File: src/rtl/mux_operand_sequencer.sv
// Operand register bank and select sequencer feeding a WIDTH-bit 4:1 operand mux.
// Optional build macro MUX_SEQ_SHUFFLE_EN rotates each pass's select order by an LFSR offset.
module mux_operand_sequencer #(
  parameter int WIDTH  = 16,
  parameter int PASS_W = 4
) (
  input  logic              clk,
  input  logic              rst_n,
  input  logic              wr_en,
  input  logic [1:0]        wr_addr,
  input  logic [WIDTH-1:0]  wr_data,
  input  logic              start,
  input  logic [PASS_W-1:0] passes,
  input  logic              out_ready,
  output logic [WIDTH-1:0]  W0,
  output logic [WIDTH-1:0]  W1,
  output logic [WIDTH-1:0]  W2,
  output logic [WIDTH-1:0]  W3,
  output logic [1:0]        S,
  output logic              sel_valid,
  output logic              busy,
  output logic              done,
  output logic              wr_err
);

  localparam logic [1:0] ST_IDLE = 2'b00;
  localparam logic [1:0] ST_RUN  = 2'b01;
  localparam logic [1:0] ST_DONE = 2'b10;

  logic [1:0]        state_r, state_s;
  logic [1:0]        s_r, s_s;
  logic              sel_valid_r, sel_valid_s;
  logic              busy_r, busy_s;
  logic              done_r, done_s;
  logic              wr_err_r;
  logic [1:0]        step_r, step_s;
  logic [PASS_W-1:0] pass_r, pass_s;
  logic [PASS_W-1:0] passes_r, passes_s;
  logic [WIDTH-1:0]  w_r [4];
  logic              hs_s;
  logic              wr_ok_s;
  logic              wr_bad_s;
  logic [1:0]        start_off_s;

`ifdef MUX_SEQ_SHUFFLE_EN
  logic [3:0] lfsr_r;

  // Free-running x^4+x^3+1 LFSR; its low bits pick the starting select of a run.
  always_ff @(posedge clk or negedge rst_n) begin
    if (!rst_n) begin
      lfsr_r <= 4'b1001;
    end else begin
      lfsr_r <= {lfsr_r[2:0], lfsr_r[3] ^ lfsr_r[2]};
    end
  end

  assign start_off_s = lfsr_r[1:0];
`else
  assign start_off_s = 2'd0;
`endif

  assign hs_s     = sel_valid_r & out_ready;
  assign wr_ok_s  = wr_en & (state_r != ST_RUN);
  assign wr_bad_s = wr_en & (state_r == ST_RUN);

  // Next-state and next-output logic of the sequencing FSM.
  always_comb begin
    state_s     = state_r;
    s_s         = s_r;
    sel_valid_s = sel_valid_r;
    busy_s      = busy_r;
    done_s      = 1'b0;
    step_s      = step_r;
    pass_s      = pass_r;
    passes_s    = passes_r;
    case (state_r)
      ST_IDLE: begin
        if (start) begin
          if (passes != '0) begin
            state_s     = ST_RUN;
            passes_s    = passes;
            pass_s      = '0;
            step_s      = 2'd0;
            s_s         = start_off_s;
            sel_valid_s = 1'b1;
            busy_s      = 1'b1;
          end else begin
            done_s = 1'b1;
          end
        end else begin
          state_s = ST_IDLE;
        end
      end
      ST_RUN: begin
        if (hs_s) begin
          // Pass boundaries are counted in handshakes so a rotated order wraps correctly.
          step_s = step_r + 2'd1;
          s_s    = s_r + 2'd1;
          if (step_r == 2'd3) begin
            if (pass_r == (passes_r - PASS_W'(1))) begin
              state_s     = ST_DONE;
              s_s         = s_r;
              sel_valid_s = 1'b0;
              busy_s      = 1'b0;
              done_s      = 1'b1;
              step_s      = 2'd0;
              pass_s      = '0;
            end else begin
              pass_s = pass_r + PASS_W'(1);
            end
          end else begin
            pass_s = pass_r;
          end
        end else begin
          s_s = s_r;
        end
      end
      ST_DONE: begin
        state_s = ST_IDLE;
      end
      default: begin
        state_s     = ST_IDLE;
        sel_valid_s = 1'b0;
        busy_s      = 1'b0;
        step_s      = 2'd0;
        pass_s      = '0;
      end
    endcase
  end

  // FSM, select, handshake status and counter registers.
  always_ff @(posedge clk or negedge rst_n) begin
    if (!rst_n) begin
      state_r     <= ST_IDLE;
      s_r         <= 2'd0;
      sel_valid_r <= 1'b0;
      busy_r      <= 1'b0;
      done_r      <= 1'b0;
      step_r      <= 2'd0;
      pass_r      <= '0;
      passes_r    <= '0;
    end else begin
      state_r     <= state_s;
      s_r         <= s_s;
      sel_valid_r <= sel_valid_s;
      busy_r      <= busy_s;
      done_r      <= done_s;
      step_r      <= step_s;
      pass_r      <= pass_s;
      passes_r    <= passes_s;
    end
  end

  // Operand bank: writable only outside RUN so the mux sees stable data.
  always_ff @(posedge clk or negedge rst_n) begin
    if (!rst_n) begin
      for (int i = 0; i < 4; i++) begin
        w_r[i] <= '0;
      end
    end else if (wr_ok_s) begin
      w_r[wr_addr] <= wr_data;
    end
  end

  // Sticky flag for writes attempted during RUN; only reset clears it.
  always_ff @(posedge clk or negedge rst_n) begin
    if (!rst_n) begin
      wr_err_r <= 1'b0;
    end else if (wr_bad_s) begin
      wr_err_r <= 1'b1;
    end
  end

  assign W0        = w_r[0];
  assign W1        = w_r[1];
  assign W2        = w_r[2];
  assign W3        = w_r[3];
  assign S         = s_r;
  assign sel_valid = sel_valid_r;
  assign busy      = busy_r;
  assign done      = done_r;
  assign wr_err    = wr_err_r;

endmodule
File: config.mk
export PLATFORM = sky130hd
export DESIGN_NAME = mux_operand_sequencer
export DESIGN_NICKNAME = d
export VERILOG_FILES = /design/src/rtl/mux_operand_sequencer.sv
export SDC_FILE = /design/constraint.sdc
export NUM_CORES = 1
export LEC_CHECK = 0
export BUFFER_PORTS_ARGS = -buffer_cell sky130_fd_sc_hd__clkbuf_2
export CORE_UTILIZATION = 39
export DETAILED_ROUTE_END_ITERATION = 8
export PLACE_DENSITY = 0.61
export SETUP_SLACK_MARGIN = 0.15
export SLEW_MARGIN = 20
export SYNTH_ARGS = -nofsm -noshare
export SYNTH_HDL_FRONTEND = slang
export SYNTH_SLANG_ARGS = --single-unit
File: constraint.sdc
create_clock -name clk -period 2.1 [get_ports clk]
set_input_delay 0.105 -clock clk [delete_from_list [all_inputs] [get_ports clk]]
set_output_delay 0.105 -clock clk [all_outputs]
set_load 0.02 [all_outputs]
==> reports/metrics.yaml, run 1 <==
num_antenna_cells: 0
max_freq_mhz: 539
synthArstFlopShare_pct: 100
insertion_delay_ns: 0.35
syn2layout_area_growth_pct: 25.1
fin_skew_ns: 0.00973
wl_mm: 6.83
ios: 97
hpwl_mm: 4.79
power_density_nw_per_um2: 1610
grtUsageTotal_pct: 16.3
grt_antenna_before_repair: 0
endpoint_kind: "flop"
clockPowerShare_pct: 16.8
holdPathStages: 2
whs_endpoint: "passes_r[3]"
finalCritPeriodShare_pct: 88.3
nets: 360
port_buffers: 96
p_seq_share_pct: 40.3
initial_core_util_pct: 40.5
gr-usage-met3_pct: 4.51
grt_pass1_wl_mm: 10.8
drt_first_pass_iters: 4
p_int_uw: 4100
hold_path_class: "in -> reg"
finalSetupViolCount: 0
wire_per_inst_um: 15.5
ff_latch_area_um2: 2030
final_area_um2: 4210
ir_drop_v: 0.000666
most-common-layout-cells: "95 x clkbuf_2, 81 x dfrtp_1, 67 x mux2_2"
cts_sinks: 81
grt_pass1_vias: 2111
core-area_um2: 8300
drive_gt1_share_pct: 59.4
cts_buffer_depth: 2
nFillCells: 760
synth_edf_count: 0
gp_congestion: 0.807
finalCriticalPeriod_ns: 1.86
cts.reportedPaths.clkPinSlew_ns: 0.08
via_per_inst: 4.94
finalHoldViolations: 0
grt_max_degree: 48
worst_r2r_path_depth: 4
vias: 2174
synthFlopType: "dfrtp_1"
ys_ff_latch: 81
cts_buffers: 9
cp.required_ns: 2.33
place_area_um2: 3970
switching_share_pct: 39.3
grtUsageMet1_pct: 22.5
combPwrFrac_pct: 42.8
worst_pin_slew_ns: 0.666
mostFrequentLayoutCell: "clkbuf_2"
synth.yosys.seq_area_share_pct: 60.3
synth.cell_area_um2: 3360
startpoint_type: "flop"
top_usage_layer: "met2"
path_class: "reg -> reg"
p_leak_uw: 0.00215
fin_tns_setup_ns: 0
syn_inst: 225
syn_area_per_cell_um2: 14.9
drc: 0
grt_util_met2_pct: 23.4
reg2reg_slack_ns: 0.24
arrival_ns: 2.08
slew_viol_final: 0
ys_warn_count: 0
synth_cell_types: 41
ant_nets: 0
holdCritStartpoint: "passes[3]"
maxCapViolCount: 0
die_w_um: 94.9
die_area_um2: 9000
cts-root-buf: "clkbuf_8"
cp_max_fo: 16
cts_tree: "yes"
grt_overflow: 0
multiInputGateArea_um2: 1290
syn_nets: 255
reg2reg_to: "W3[1]"
switching_power_uw: 2650
first_iter_violations: 75
status: "finished clean"
row_count: 33
slew_headroom_pct: 55.5
die_h_um: 94.9
timing.rr.start: "state_r[1]"
htree_levels: 3
rsz0062_at_grt: "true"
[metrics by stage]
step / worst slack [ns] / hold slack, ns / utilization, % / power (µW) / cells
2_1_floorplan: 0.493 / -0.191 / - / 4620 / 225
3_3_place_gp: 0.271 / 0.0887 / 47.8 / 5530 / 422
3_5_place_dp: 0.266 / 0.0900 / 47.8 / 5590 / 422
4_1_cts: 0.241 / 0.00989 / 50.3 / 6750 / 439
5_1_grt: 0.136 / 0.0155 / 50.7 / 7190 / 440
6_report: 0.245 / 0.0283 / 50.7 / 6760 / 440
[how the worst max path moves through the flow]
stage / start / cells past startpoint / slack, ns / to
CTS: state_r[1] / 4 / 0.24 / W3[1]
global route: state_r[1] / 4 / 0.14 / W3[1]
detailed placement: state_r[1] / 4 / 0.27 / W3[1]
global placement: passes_r[0] / 7 / 0.27 / done
finish: state_r[1] / 4 / 0.24 / W3[1]
floorplan: state_r[1] / 6 / 0.49 / W0[10]
[kinds of logic after synthesis]
group	Yosys count	synth area share [%]
flip-flops	81	60.3
multiplexers	69	23.0
AND/OR/NAND/NOR	32	6.47
AO/OA/AOI/OAI	20	4.99
buffers and inverters	14	2.12
XOR/XNOR	6	2.01
adder cells (fa/ha/maj)	3	1.12
[state kept, by name, summed over array words and instances, names as in the netlist]
name      count
passes_r      4
W3           16
done          1
wr_err        1
step_r        2
S             2
W0           16
busy          1
W1           16
state_r       2
pass_r        4
W2           16
[repair_timing]
item,in CTS,in global routing
setup buffers,0,1
setup endpoints to repair,0,10
hold endpoints to repair,34,0
gates resized for setup,0,4
hold buffers,1,0
[critical path, stage by stage (launching register included)]
cell,delay [ns]
dfrtp_1,0.39
inv_1,0.11
nand2_2,0.18
nand4_2,0.56
mux2_2,0.50
[layout make-up]
cell class,instances,area share [%]
multi-input cells,130,30.7
flip-flops and latches,81,48.2
well taps,105,3.12
clock buffers,11,3.36
repair buffers,101,12.7
clock inverters,5,1.28
inverters,7,0.624
[power groups by stage]
stage	logic (µW)	registers (µW)	clock network (µW)
floorplan	1150	3470	0
global route	3130	2820	1240
finish	2890	2730	1140
global placement	2800	2730	0
detailed placement	2830	2760	0
CTS	2840	2730	1180
[synthesized netlist by cell type, types with 2 or more instances]
| library cell | count | share of area (%) |
|---|---|---|
| a21o_1 | 2 | 0.45 |
| a21oi_1 | 2 | 0.30 |
| a21oi_2 | 2 | 0.52 |
| buf_2 | 3 | 0.45 |
| buf_4 | 2 | 0.45 |
| dfrtp_1 | 81 | 60 |
| ha_1 | 3 | 1.1 |
| inv_1 | 7 | 0.78 |
| mux2_2 | 67 | 22 |
| mux2i_1 | 2 | 0.60 |
| nand2_1 | 6 | 0.67 |
| nand2b_1 | 2 | 0.37 |
| nand3_1 | 7 | 1.0 |
| nand4b_2 | 2 | 0.89 |
| nor2_1 | 3 | 0.33 |
| nor3_1 | 2 | 0.30 |
| o21ai_0 | 5 | 0.74 |
| xnor2_1 | 4 | 1.0 |
[layer usage]
metal  wire, µm  up-vias
met2       3120       61
met1       3230     1083
li1           -     1017
met3        324       13
met5          0        -
met4        161        0
Note: power is estimated with default switching activity, not from simulation.
==> inputs of run 2 (changes only) <==
ABC_AREA = 1   (was unset)
ABC_CLOCK_PERIOD_IN_PS = 2100   (was unset)
==> reports/metrics.yaml, run 2 <==
status: "finished clean"
synth_area_leaders: "dfrtp_1 60%, nand2_1 11%, o21ai_0 9.6%"
multiInputGateArea_um2: 1140
mostFrequentLayoutCell: "nand2_1"
holdCritStartpoint: "wr_en"
cts_tree: "yes"
ios: 97
grt_antenna_before_repair: 0
crit_start: "passes_r[0]"
synth.cell_area_um2: 3390
cp.required_ns: 2.33
startpoint_type: "flop"
fin_ws_ns: 0.455
p_total_uw: 6830
finalCritPeriodShare_pct: 78.3
yosysTopAreaCell: "dfrtp_1"
wire_per_inst_um: 13.2
die_area_um2: 9060
drive_gt1_share_pct: 30.2
ir_drop_v: 0.000677
grtUsageTotal_pct: 18.1
ant_nets: 0
cts.reportedPaths.clkPinSlew_ns: 0.09
initial_core_util_pct: 40.8
port_buffers: 96
num_antenna_cells: 0
drc: 0
pre_cts_ws_ns: 0.479
row_count: 33
max_freq_mhz: 608
grt_max_degree: 47
ys_ff_latch: 81
die_w_um: 95.2
p_leak_uw: 0.00230
gp_congestion: 0.715
syn_inst: 358
synth_cell_types: 31
grt_pass1_wl_mm: 12.3
core-area_um2: 8300
maxCapViolCount: 0
drt_first_pass_iters: 4
htree_levels: 3
nFillCells: 769
finalSetupViolCount: 0
cp_max_fo: 5
synthFlopType: "dfrtp_1"
synthArstFlopShare_pct: 100
synth_top_area_share_pct: 59.8
cts_buffer_depth: 2
vias: 2642
grt_pass1_vias: 2456
first_iter_violations: 102
syn2layout_area_growth_pct: 25.8
cts_sinks: 81
grt_overflow: 0
hold_slack_ns: 0.0366
cts_buffers: 9
fin_tns_setup_ns: 0
arrival_ns: 1.87
post_cts_buffers: 0
syn_nets: 388
slew_headroom_pct: 68.5
finalCriticalPeriod_ns: 1.64
insertion_delay_ns: 0.35
hold_path_class: "in -> reg"
synth.most_common_cell: "nand2_1"
syn_area_per_cell_um2: 9.46
fin_skew_ns: 0.0122
finalHoldViolations: 0
fin_util_pct: 51.3
via_per_inst: 4.59
timing.rr.start: "passes_r[0]"
synth_edf_count: 0
wl_mm: 7.58
rsz0062_at_grt: "false"
cts-root-buf: "clkbuf_8"
ys_warn_count: 0
most-common-layout-cells: "103 x nand2_1, 95 x clkbuf_2, 81 x dfrtp_1"
endpoint_kind: "flop"
power_density_nw_per_um2: 1600
worst_pin_slew_ns: 0.472
ff_latch_area_um2: 2030
synth.yosys.seq_area_share_pct: 59.8
path_class: "reg -> reg"
hpwl_mm: 5.42
slew_viol_final: 0
post_cts_resized: 0
synth.top_cells.by_count: "103 x nand2_1, 81 x dfrtp_1, 65 x o21ai_0, 35 x inv_1, 12 x nand3_1"
nets: 495
die_h_um: 95.2
-- run 2: cell types whose count changed after synthesis, moves of 5 or more --
cell     before  now
o21ai_0       5   65
mux2_2       67    0
o21ai_1       0    6
nand2_1       6  103
nand3_1       7   12
inv_1         7   35
buf_2         3    8
-- run 2: worst paths after layout --
path                            slack [ns]     endpoint  cells past startpoint
worst max-delay path                  0.46         busy                      9
worst min-delay path                  0.04       wr_err                      3
worst max register to register        0.46         busy                      9
worst min register to register        0.49        W2[2]                      2
max in group asynchronous             1.23        W3[4]                      3
min in group asynchronous             0.25  passes_r[2]                      2
-- run 2: report_power, final --
group	switching, µW	internal (µW)
sequential	458	2260
combinational	1950	1020
clock	564	584
total	2970	3860
-- run 2: cells by family after synthesis --
family,Yosys count,share of synthesized area [%]
compound gates,80,12.7
xor+xnor,4,1.03
fa+ha+maj,3,1.11
buf+inv,51,6.43
flops,81,59.8
simple gates,139,18.9
-- run 2: per-layer routing --
layer | vias up | GRT usage, % | share of wire, %
met4 | 0 | 6.06 | 1.1
li1 | 1352 | - | -
met3 | 10 | 6.78 | 7.4
met5 | - | 0 | 0
met2 | 76 | 25.8 | 45
met1 | 1204 | 25.1 | 47
-- run 2: layout make-up --
class	instances	share of cell area, %
clock buffer	10	3.23
clock inverter	6	1.53
inverter	37	3.38
timing repair buffer	110	14.4
sequential	81	47.6
tap	105	3.08
multi-input combinational	226	26.8
-- run 2: timing repair --
action	4_1_cts	5_1_grt
hold buffers	5	0
endpoints found under the hold margin	39	0
setup endpoints to repair	0	0
-- run 2: stage by stage --
stage,instance area (µm²),cells
global route,4260,575
finish,4260,575
global placement,4010,554
floorplan,3390,358
detailed placement,4010,554
CTS,4260,575
-- run 2: critical path, cell delays in order, from the launching register on --
cell and delay, ns:
dfrtp_1 0.41, inv_1 0.07, ha_1 0.30, xnor2_1 0.13
nor2_2 0.16, nand3_2 0.16, nand2_2 0.11, nand3_1 0.07
nand2_1 0.06, nand2_1 0.04
==> inputs of run 3 (changes only) <==
ABC_CLOCK_PERIOD_IN_PS = 1500   (was 2100)
PLACE_DENSITY = 0.63   (was 0.61)
clock period = 1.5 ns   (was 2.1 ns; I/O delays follow)
==> reports/metrics.yaml, run 3 (synthesis gave the netlist of run 2 again) <==
hold_slack_ns: 0.00176
cts-root-buf: "clkbuf_8"
die_w_um: 95.2
cp_max_fo: 6
slew_headroom_pct: 70.9
ios: 97
maxCapViolCount: 0
initial_core_util_pct: 40.8
ir_drop_v: 0.00121
crit_chain: "inv_2 -> nor2_4 -> nor2_4 -> nand3_4 -> clkbuf_16 -> nand2_2 -> o21ai_1"
grt_pass1_vias: 2596
crit_buf_inv: 2
via_per_inst: 4.84
cts.reportedPaths.clkPinSlew_ns: 0.09
crit_start: "state_r[0]"
grt_antenna_before_repair: 0
fin_util_pct: 63.2
worst_pin_slew_ns: 0.437
holdCritStartpoint: "wr_data[1]"
slew_viol_final: 0
cts_buffers: 9
nFillCells: 676
timing.rr.start: "state_r[0]"
cpMaxStageDelayCell: "dfrtp_1"
port_buffers: 96
grt_overflow: 0
grt_max_degree: 82
drt_first_pass_iters: 4
final_area_um2: 5250
core-area_um2: 8300
cts_buffer_depth: 2
crit_top_cell: "nor2_4"
first_iter_violations: 120
startpoint_type: "flop"
hold_path_class: "in -> reg"
most-common-layout-cells: "95 x clkbuf_2, 81 x dfrtp_1, 50 x nand2_2"
place_area_um2: 4050
drive_gt1_share_pct: 53.7
mostFrequentLayoutCell: "clkbuf_2"
finalCriticalPeriod_ns: 1.50
wl_mm: 9.49
drc: 0
syn2layout_area_growth_pct: 54.9
finalCritPeriodShare_pct: 100
slowest_delay_ns: 0.40
die_area_um2: 9060
insertion_delay_ns: 0.36
wire_per_inst_um: 15.7
grtUsageTotal_pct: 18.3
grt_pass1_wl_mm: 12.3
row_count: 33
path_class: "reg -> reg"
fin_skew_ns: 0.00796
dp.cells: 558
status: "finished clean"
finalHoldViolations: 0
nets: 527
vias: 2932
final_cells: 606
cts_tree: "yes"
ant_nets: 0
arrival_ns: 1.74
max_freq_mhz: 667
p_total_uw: 11300
endpoint_kind: "flop"
die_h_um: 95.2
reg2reg_slack_ns: 0.0003
num_antenna_cells: 0
cp.required_ns: 1.74
p_leak_uw: 0.00266
cts_sinks: 81
gp_congestion: 0.777
htree_levels: 3
power_density_nw_per_um2: 2150
hpwl_mm: 5.30
rsz0062_at_grt: "true"
finalSetupViolCount: 0
path_delay_family: "simple AND/OR/NAND/NOR gates"
-- run 3: area by class of cell --
cell class	count	area (µm²)	share of cell area, %
clock inverters	6	115	2.19
clock buffers	9	124	2.36
repair buffers	141	1120	21.3
flip-flops and latches	81	2030	38.6
multi-input cells	227	1590	30.2
inverters	37	144	2.74
well taps	105	131	2.50
-- run 3: timing repair --
item | 4_1_cts | 5_1_grt
setup endpoints to repair | 57 | 78
gates resized for setup | 5 | 200
pin swaps | 8 | 13
hold endpoints to repair | 91 | 0
buffers inserted | 1 | 7
hold buffers | 9 | 0
gates cloned | 0 | 16
-- run 3: metal layers --
metal / track usage, % / routed length, µm
met1: 23.3 / 4060
met2: 27.6 / 4700
met3: 7.10 / 568
met4: 7.95 / 159
met5: 0 / 0
-- run 3: worst min-delay path, cell delays in order --
cell and delay, ns:
clkbuf_2 0.08, inv_1 0.10, o21ai_1 0.08
-- run 3: path summary, 6_finish.rpt --
path / to / cells past startpoint
setup / recovery: W2[7] / 7
hold / removal: W2[1] / 3
setup reg to reg: W2[7] / 7
hold reg to reg: wr_err / 1
max in group asynchronous: W1[2] / 3
min in group asynchronous: passes_r[0] / 3
-- run 3: where the power goes --
part	switching, µW	total [µW]	internal [µW]
registers	870	4040	3170
clock network	842	1950	1110
logic	3130	5310	2170
total	4850	11300	6450
-- run 3: per-stage QoR --
step | setup slack (ns) | setup TNS [ns]
6_report | 0.000295 | 0
3_5_place_dp | 0.00676 | 0
4_1_cts | 0.00868 | 0
2_1_floorplan | -0.00141 | -0.00141
3_3_place_gp | 0.0525 | 0
5_1_grt | -0.0963 | -3.06
